`config.mk`:
```
export PLATFORM = sky130hd
export DESIGN_NAME = display_scan_ctrl
export DESIGN_NICKNAME = d
export VERILOG_FILES = /design/src/rtl/display_pkg.sv /design/src/rtl/scan_timer.sv /design/src/rtl/display_scan_ctrl.sv
export SDC_FILE = /design/constraint.sdc
export NUM_CORES = 1
export LEC_CHECK = 0
export ABC_AREA = 1
export BUFFER_PORTS_ARGS = -buffer_cell sky130_fd_sc_hd__clkbuf_2
export CORE_MARGIN = 2
export CORE_UTILIZATION = 57
export CTS_CLUSTER_SIZE = 12
export DETAILED_ROUTE_END_ITERATION = 12
export MAX_ROUTING_LAYER = met4
export PLACE_DENSITY = 0.85
export SYNTH_ARGS = -nofsm -noshare
export SYNTH_HDL_FRONTEND = slang
export SYNTH_SLANG_ARGS = --single-unit
```
`constraint.sdc`:
```
create_clock -name clk -period 1.9 [get_ports clk]
set_clock_uncertainty 0.1 [all_clocks]
set_input_delay 0 -clock clk [delete_from_list [all_inputs] [get_ports clk]]
set_output_delay 0 -clock clk [all_outputs]
set_load 0.005 [all_outputs]
```
`src/rtl/display_pkg.sv`:
```
// rtl/display_pkg.sv - shared types, default timing and leading-zero helper for the display scan controller
//
// Contents:
//   nibble_t          one hex digit as presented to the segment decoder
//   DEF_*             default timing constants for display_scan_ctrl
//   MAX_DIGITS        widest digit count lzs_mask can handle
//   lzs_mask()        per-digit leading-zero suppression vector
package display_pkg;

  typedef logic [3:0] nibble_t;

  localparam int DEF_N_DIGITS     = 4;
  localparam int DEF_REFRESH_DIV  = 50000;
  localparam int DEF_BLANK_CYCLES = 500;

  localparam int MAX_DIGITS = 16;

  // Bit k is set when digit k and every digit above it hold zero and
  // suppression is enabled. Digit 0 always stays visible so a zero value
  // still shows a single "0". Only the lowest n_digits bits are meaningful.
  function automatic logic [MAX_DIGITS-1:0] lzs_mask(
    input logic [4*MAX_DIGITS-1:0] value,
    input logic                    lzs_en,
    input int                      n_digits
  );
    logic [MAX_DIGITS-1:0] mask;
    logic                  zero_above;
    mask       = '0;
    zero_above = 1'b1;
    for (int k = MAX_DIGITS - 1; k >= 1; k--) begin
      if (k < n_digits) begin
        zero_above = zero_above && (value[4*k +: 4] == 4'h0);
        mask[k]    = lzs_en && zero_above;
      end
    end
    return mask;
  endfunction

endpackage

```
`src/rtl/scan_timer.sv`:
```
// rtl/scan_timer.sv - slot counter and digit index for the multiplexed display scan
//
// Ports:
//   clk         rising-edge clock
//   rst         asynchronous active-high reset
//   index       digit currently being scanned (0 = least significant)
//   in_blank    high during the first BLANK_CYCLES cycles of every slot
//   frame_tick  high on the last cycle of the last slot of a frame
module scan_timer
  import display_pkg::*;
#(
  parameter int N_DIGITS     = DEF_N_DIGITS,
  parameter int REFRESH_DIV  = DEF_REFRESH_DIV,
  parameter int BLANK_CYCLES = DEF_BLANK_CYCLES,
  parameter int IW           = (N_DIGITS > 1) ? $clog2(N_DIGITS) : 1
) (
  input  logic          clk,
  input  logic          rst,
  output logic [IW-1:0] index,
  output logic          in_blank,
  output logic          frame_tick
);

  localparam int CW = $clog2(REFRESH_DIV);

  localparam logic [CW-1:0] CNT_LAST  = CW'(REFRESH_DIV - 1);
  localparam logic [IW-1:0] IDX_LAST  = IW'(N_DIGITS - 1);
  localparam logic [CW-1:0] BLANK_END = CW'(BLANK_CYCLES);

  logic [CW-1:0] count;
  logic          slot_end;

  assign slot_end = (count == CNT_LAST);

  always_ff @(posedge clk or posedge rst) begin
    if (rst) begin
      count <= '0;
      index <= '0;
    end else if (slot_end) begin
      count <= '0;
      index <= (index == IDX_LAST) ? '0 : index + 1'b1;
    end else begin
      count <= count + 1'b1;
    end
  end

  // A zero-length blank window would make the compare constant, so it is
  // resolved at elaboration instead.
  generate
    if (BLANK_CYCLES == 0) begin : g_no_blank
      assign in_blank = 1'b0;
    end else begin : g_blank
      assign in_blank = (count < BLANK_END);
    end
  endgenerate

  assign frame_tick = slot_end && (index == IDX_LAST);

endmodule

```
`src/rtl/display_scan_ctrl.sv`:
```
// rtl/display_scan_ctrl.sv - time-multiplexed 7-segment scan controller with frame-synchronous updates
//
// Ports:
//   clk         rising-edge clock
//   rst         asynchronous active-high reset
//   load_valid  update request from the application
//   load_ready  pending slot empty; transfer on load_valid && load_ready
//   load_value  nibble k in bits [4k+3:4k] is shown on digit k
//   load_blank  per-digit force-blank mask, latched with load_value
//   lzs_en      leading-zero suppression enable, used live
//   nibble      to decoder inputs {i1,i2,i3,i4}
//   digit_en    one-hot (or zero) active-high digit select
//   frame_tick  one-cycle pulse on the last cycle of each frame
module display_scan_ctrl
  import display_pkg::*;
#(
  parameter int N_DIGITS     = DEF_N_DIGITS,
  parameter int REFRESH_DIV  = DEF_REFRESH_DIV,
  parameter int BLANK_CYCLES = DEF_BLANK_CYCLES
) (
  input  logic                  clk,
  input  logic                  rst,
  input  logic                  load_valid,
  output logic                  load_ready,
  input  logic [4*N_DIGITS-1:0] load_value,
  input  logic [N_DIGITS-1:0]   load_blank,
  input  logic                  lzs_en,
  output logic [3:0]            nibble,
  output logic [N_DIGITS-1:0]   digit_en,
  output logic                  frame_tick
);

  localparam int IW = (N_DIGITS > 1) ? $clog2(N_DIGITS) : 1;

  logic [4*N_DIGITS-1:0] active_value;
  logic [N_DIGITS-1:0]   active_blank;
  logic [4*N_DIGITS-1:0] pending_value;
  logic [N_DIGITS-1:0]   pending_blank;
  logic                  pending_valid;

  logic [IW-1:0]         index;
  logic                  in_blank;
  logic                  accept;
  logic                  swap;
  logic [N_DIGITS-1:0]   suppress;
  logic [4*MAX_DIGITS-1:0] value_ext;
  nibble_t               cur_nibble;

  scan_timer #(
    .N_DIGITS     (N_DIGITS),
    .REFRESH_DIV  (REFRESH_DIV),
    .BLANK_CYCLES (BLANK_CYCLES),
    .IW           (IW)
  ) u_scan_timer (
    .clk        (clk),
    .rst        (rst),
    .index      (index),
    .in_blank   (in_blank),
    .frame_tick (frame_tick)
  );

  assign load_ready = !pending_valid;
  assign accept     = load_valid && !pending_valid;
  // Updates only land on the frame boundary so a frame never mixes old and
  // new digits.
  assign swap       = frame_tick && pending_valid;

  always_ff @(posedge clk or posedge rst) begin
    if (rst) begin
      active_value  <= '0;
      active_blank  <= '0;
      pending_value <= '0;
      pending_blank <= '0;
      pending_valid <= 1'b0;
    end else begin
      if (swap) begin
        active_value <= pending_value;
        active_blank <= pending_blank;
      end
      // accept and swap are exclusive (both need a specific pending_valid),
      // so a load arriving on the frame tick with an empty slot simply waits
      // in pending for the next frame.
      if (accept) begin
        pending_value <= load_value;
        pending_blank <= load_blank;
        pending_valid <= 1'b1;
      end else if (swap) begin
        pending_valid <= 1'b0;
      end
    end
  end

  always_comb begin
    value_ext                   = '0;
    value_ext[4*N_DIGITS-1:0]   = active_value;
  end

  assign suppress = N_DIGITS'(lzs_mask(value_ext, lzs_en, N_DIGITS));

  // The nibble keeps tracking the scanned digit during blanking so the
  // decoder output is already settled when the enable rises.
  always_comb begin
    cur_nibble = active_value[4*int'(index) +: 4];
    nibble     = cur_nibble;
  end

  always_comb begin
    digit_en = '0;
    if (!in_blank && !active_blank[index] && !suppress[index]) begin
      digit_en[index] = 1'b1;
    end
  end

endmodule

```
==> impl_results.md, run 1 <==
- Design Area, Final: 0.00368 mm2
- Vias in the first global route: 2,665
- Sequential area share after synthesis: 50.0%
- Total Wirelength: 7240 um
- Chip height: 76.0 um
- Starting DRT DRC Count: 227
- Die W: 76.0 um
- Pwr Density: 719 mW/mm2
- Crit end category: output pin
- CTS tree: done
- Fmax: 0.554 GHz
- Outcome: complete, no violations
- CTS max path bufs: 2
- Vias: 2,636
- Crit Reg-Reg Endpoint: active_value[4]$_DFFE_PP0P_
- Core Area: 0.00504 mm2
- #FFs+latches synth: 59
- Initial Utilization: 58.6%
- Reg2Reg Setup Slack: 210 ps
- Final #Nets: 437
- Count of cell types in the netlist: 28
- Total chip power: 0.00265 W
- Share of cells above drive strength 1: 25.7%
- # IOs: 34
- Kind of critical path: reg2out
- Die ar.: 0.00577 mm2
- Worst vdd ir: 643 uV
- R2R depth: 7
- Arrival @ worst endpoint: 1710 ps
- Synth top cells by count: nand2_1 (88), dfrtp_1 (59), nor2_1 (46)
- Final hold vios: 0
- Most common cell in the synthesized netlist: nand2_1
- Drt drc: 0
- Largest net degree at the start of global routing: 27
- DR pass1 iterations: 5
- Slew Viols, Final: 0
- Reg-to-reg startpoint: u_scan_timer.count[12]$_DFF_PP0_
- Via/cell ratio: 5.46
- Synth top area share: 50.0%
- Root buffer cell: clkbuf_8
- Startpoint types: register
- Detail Placement HPWL: 4540 um
- Least-Margin Pin Slew: 540 ps
- Std-Cell Rows: 26
- MaxCap Viol Count: 0
- YS warnings: 0
- Worst Path Max Fanout: 5
- Final period util: 95.1%
- CP required: 1800 ps
- Leak: 1.87 nW
- Ys flop type: dfrtp_1
- Mapped Avg Cell Area: 8.69 um2
- Ys async rst share: 100%
- Grt ovf: 0
- Fin crit period: 1810 ps
- Post-synth EDFFs: 0
- Routed Antenna Nets: 0
- # H-tree levels: 3
- Initial antenna violation count: 0
- Clk Latency, worst-skew pair: 350 ps
- Number of filler cells placed in the layout: 348
- Total CTS buffers: 9
- IO Port Bufs: 33
- First-pass GRT wire length: 12,300 um
- Placed inst area: 0.00322 mm2
- Mapped Area: 0.00295 mm2
- Syn-to-layout area delta: 24.5%
- WL/cell: 15.0 um
- Cells after synthesis: 340
- Post-synth top area cell: dfrtp_1
- Clock-pin slew on the worst setup and hold paths: 80 ps
- GPL Wtd Cong: 0.938
- # setup viols final: 0
- Clock sinks: 59
- Slew headroom: 64.0%
- All-layer global routing usage: 28.0%
- Hold crit path type: in2async
- Top post-synthesis cells by area: dfrtp_1 (50%), nand2_1 (11%), mux2_2 (7.6%)
- Syn nets: 369
- Ant diodes: 0
## stage by stage
step / cells / setup slack [ps] / TNS, ps / hold WS, ps / util, %
2_1_floorplan: 340 / 344 / 0 / 50.6 / -
3_3_place_gp: 442 / 372 / 0 / -37.3 / 63.8
3_5_place_dp: 442 / 311 / 0 / -34.5 / 63.8
4_1_cts: 483 / 33.3 / 0 / 144 / 72.8
5_1_grt: 483 / -3.93 / -3.93 / 171 / 72.9
6_report: 483 / 94.0 / 0 / 128 / 72.9
## power breakdown
part           internal (W)  switching, W  total, W
clock              0.000613      0.000552   0.00117
sequential          0.00130     0.0000308   0.00134
combinational     0.0000886     0.0000563  0.000145
total               0.00201      0.000639   0.00265
## registers in the layout, summed over array words and instances, names as in the netlist
register,count
active_value,16
u_scan_timer.count,16
u_scan_timer.index,2
pending_valid,1
pending_value,16
active_blank,4
pending_blank,4
## layer usage
layer,part of all wire [%],up-vias,global-route usage (%)
li1,-,1239,-
met1,42,1269,33.1
met2,50,109,45.2
met3,5.8,19,7.94
met4,2.2,0,11.8
met5,0,-,-
## cell families after synthesis
group	Yosys count	synth area share, %
simple gates	180	27.1
buf+inv	46	7.12
xor+xnor	6	1.78
fa+ha+maj	5	2.12
flops	59	50.0
compound gates	24	4.24
mux	20	7.62
## worst max path at each step
stage	startpoint	to	cells past startpoint
after global placement	u_scan_timer.index[0]$_DFFE_PP0N_	digit_en[1]	8
after detailed placement	u_scan_timer.index[0]$_DFFE_PP0N_	digit_en[0]	8
after CTS	u_scan_timer.count[12]$_DFF_PP0_	frame_tick	6
after floorplan	rst	active_blank[0]$_DFFE_PP0P_	1
final	u_scan_timer.count[4]$_DFF_PP0_	digit_en[3]	7
after global routing	u_scan_timer.count[11]$_DFF_PP0_	frame_tick	6
## cell type report
cell class	count	area [um2]	share of cell area, %
Clock inverter	7	77.6	2.11
Multi-Input combinational cell	235	1270	34.6
Clock buffer	9	124	3.37
Sequential cell	59	1480	40.3
Inverter	34	133	3.61
Tap cell	70	87.6	2.38
Timing Repair Buffer	69	503	13.7
## worst max-delay path: stages, from the launching register on
cell	delay (ps)
dfrtp_1	430
nand2_1	130
nor2_2	200
nand2_1	80
a21oi_1	140
nand2_1	130
nor2_1	120
clkbuf_2	120
## placed cells by master (no fill, tap or decap), types with 4 or more instances in the layout
master / n
a21oi_1: 8
buf_4: 13
clkbuf_2: 33
clkbuf_8: 9
dfrtp_1: 56
dlygate4sd3_1: 22
ha_1: 5
inv_1: 29
mux2_2: 20
nand2_1: 87
nand2_2: 4
nand3_1: 6
nand4_1: 24
nor2_1: 45
nor2_2: 6
o21ai_0: 13
## repair_timing
item	CTS	global route
endpoints found under the setup margin	4	5
hold buffers	22	0
gates resized for setup	2	5
buffers inserted	3	0
endpoints found under the hold margin	72	0
No activity file was read; power rests on OpenSTA's default activity.
==> run 2: changes to the inputs <==
CORE_UTILIZATION = 45   (was 57)
PLACE_DENSITY = 0.71   (was 0.85)
clock period = 1.8 ns   (was 1.9 ns; I/O delays follow)
==> run 2 against run 1 <==
  * Clock power increased by 4%
  * Sequential cell count unchanged
  * Combinational power hardly changed
  * Critical endpoint is now digit_en[1]
  * Largest cell class unchanged
  * Highest routed layer unchanged
==> impl_results.md, run 2 (synthesis results as in run 1) <==
- Outcome: complete, no violations
- Arrival @ worst endpoint: 1610 ps (-100 ps)
- Most frequent CP cell: nand2_1
- Fin crit period: 1710 ps
- MaxCap Viol Count: 0 (unchanged)
- Largest net degree at the start of global routing: 28 (+3.7%)
- # H-tree levels: 3 (unchanged)
- Core Area: 0.00635 mm2 (+26%)
- Initial Utilization: 46.5% (-12 points)
- Starting DRT DRC Count: 202 (-11%)
- Largest stage delay on the critical path: 420 ps (about the same)
- Crit end category: output pin
- Share of cells above drive strength 1: 27.6% (+1.9 points)
- GPL Wtd Cong: 0.900 (-4.0%)
- Leading cell type in the layout, fill and taps excluded: nand2_1
- Worst vdd ir: 575 uV (-10%)
- DR pass1 iterations: 4 (-1)
- Critical Path, Cell by Cell: nand2_1 -> nor2_4 -> nand2_1 -> a21oi_1 -> nand2_2 -> nor2_1 -> clkbuf_2
- Slowest CP cell: dfrtp_2
- Slew Viols, Final: 0 (unchanged)
- Util after Layout: 59.0% (-14 points)
- Die ar.: 0.00723 mm2 (+25%)
- GR Util met3: 4.77% (-3.2 points)
- Root buffer cell: clkbuf_8
- Total CTS buffers: 9 (unchanged)
- Pwr Density: 738 mW/mm2 (+2.6%)
- Hold crit path type: in2async
- Met2 Use GR: 30.6% (-15 points)
- Grt ovf: 0 (unchanged)
- # IOs: 34 (unchanged)
- R2R depth: 8 (+1)
- Commonest cells after routing, fill and taps aside: nand2_1 (85), dfrtp_1 (55), nor2_1 (43)
- First-pass GRT wire length: 11,200 um (-8.9%)
- Worst Setup SP: u_scan_timer.count[6]$_DFF_PP0_
- Final period util: 94.8%
- GR met1 Demand/Resource: 27.1% (-6.0 points)
- RSZ-0062 raised after global routing: true
- Kind of critical path: reg2out
- CTS tree: done
- Syn-to-layout area delta: 26.9%
- Top flop regs: active_value x16, pending_value x16, u_scan_timer.count x16
- Reg-to-reg startpoint: u_scan_timer.count[0]$_DFF_PP0_
- Initial antenna violation count: 0 (unchanged)
- Chip height: 85.0 um (+12%)
- # setup viols final: 0 (unchanged)
- Routed Antenna Nets: 0 (unchanged)
- Setup TNS: 0 ps (unchanged)
- Drt drc: 0 (unchanged)
- Die W: 85.0 um (+12%)
- Clock-pin slew on the worst setup and hold paths: 70 ps (about the same)
- Leak: 1.88 nW (+0.92%)
- Total Wirelength: 6600 um (-8.8%)
- Worst Path Max Fanout: 5 (unchanged)
- Hold slack: 157 ps (+29.2 ps)
- CP required: 1700 ps (-100 ps)
- IO Port Bufs: 33 (unchanged)
- Busiest grt layer: met2
- Final #Nets: 441 (+0.92%)
- Vias: 2,512 (-4.7%)
- Clock sinks: 59 (unchanged)
- Clk Latency, worst-skew pair: 340 ps (about the same)
- Fmax: 0.586 GHz
- Via/cell ratio: 5.09 (-6.8%)
- Slew headroom: 61.1% (-2.8 points)
- Vias in the first global route: 2,410 (-9.6%)
- Least-Margin Pin Slew: 582 ps (+42.1 ps)
- Detail Placement HPWL: 4350 um (-4.3%)
- Ant diodes: 0 (unchanged)
- CTS max path bufs: 2 (unchanged)
- Std-Cell Rows: 29 (+12%)
- Startpoint types: register
- WL/cell: 13.4 um (-11%)
- Final hold vios: 0 (unchanged)
- All-layer global routing usage: 20.3% (-7.7 points)
-- run 2: layout make-up --
type                       count  area [um2]
fill                         542        2600
sequential                    59        1480
multi-input combinational    235        1300
timing repair buffer          73         541
inverter                      34         128
clock buffer                   9         124
tap                           77        96.3
clock inverter                 7        76.3
-- run 2: metrics by stage --
step | setup WS [ps] | power (W) | area (um2) | cells
2_1_floorplan | 244 | 0.00149 | 2950 | 340
5_1_grt | -17.8 | 0.00288 | 3750 | 494
3_5_place_dp | 223 | 0.00154 | 3240 | 451
3_3_place_gp | 250 | 0.00153 | 3240 | 451
6_report | 94.3 | 0.00277 | 3750 | 494
4_1_cts | 8.60 | 0.00278 | 3670 | 489
-- run 2: report_power, final --
group | internal, W | switching, W | total (W) | leakage [nW]
clock network | 0.000645 | 0.000572 | 0.00122 | 0.0958
logic | 0.0000901 | 0.0000527 | 0.000143 | 1.02
registers | 0.00138 | 0.0000283 | 0.00141 | 0.769
total | 0.00211 | 0.000653 | 0.00277 | 1.88
-- run 2: repair_timing --
item / CTS / global route
setup buffers: 0 / 5
endpoints found under the setup margin: 5 / 6
pin swaps: 0 / 0
hold buffers: 22 / 0
gates resized for setup: 3 / 14
endpoints found under the hold margin: 45 / 0
-- run 2: worst paths after layout --
path | to | slack (ps)
worst max register to register | active_value[15]$_DFFE_PP0P_ | 240
max in group asynchronous | active_value[10]$_DFFE_PP0P_ | 770
worst min-delay path | u_scan_timer.count[15]$_DFF_PP0_ | 160
worst min register to register | u_scan_timer.count[0]$_DFF_PP0_ | 360
min in group clk | pending_value[7]$_DFFE_PP0P_ | 320
worst max-delay path | digit_en[1] | 90
-- run 2: layer usage --
| layer | wire length (um) | part of all wire (%) |
|---|---|---|
| met1 | 3020 | 46 |
| met2 | 3200 | 49 |
| met3 | 278 | 4.2 |
| met4 | 102 | 1.5 |
| met5 | 0 | 0 |
-- run 2: worst max-delay path, delay by kind of cell, from the launching register on --
kind                   cells  cell delay (ps)
buffers and inverters      1              120
and+or+nand+nor            5              570
DFF                        1              420
AOI/OAI and AO/OA          1              170
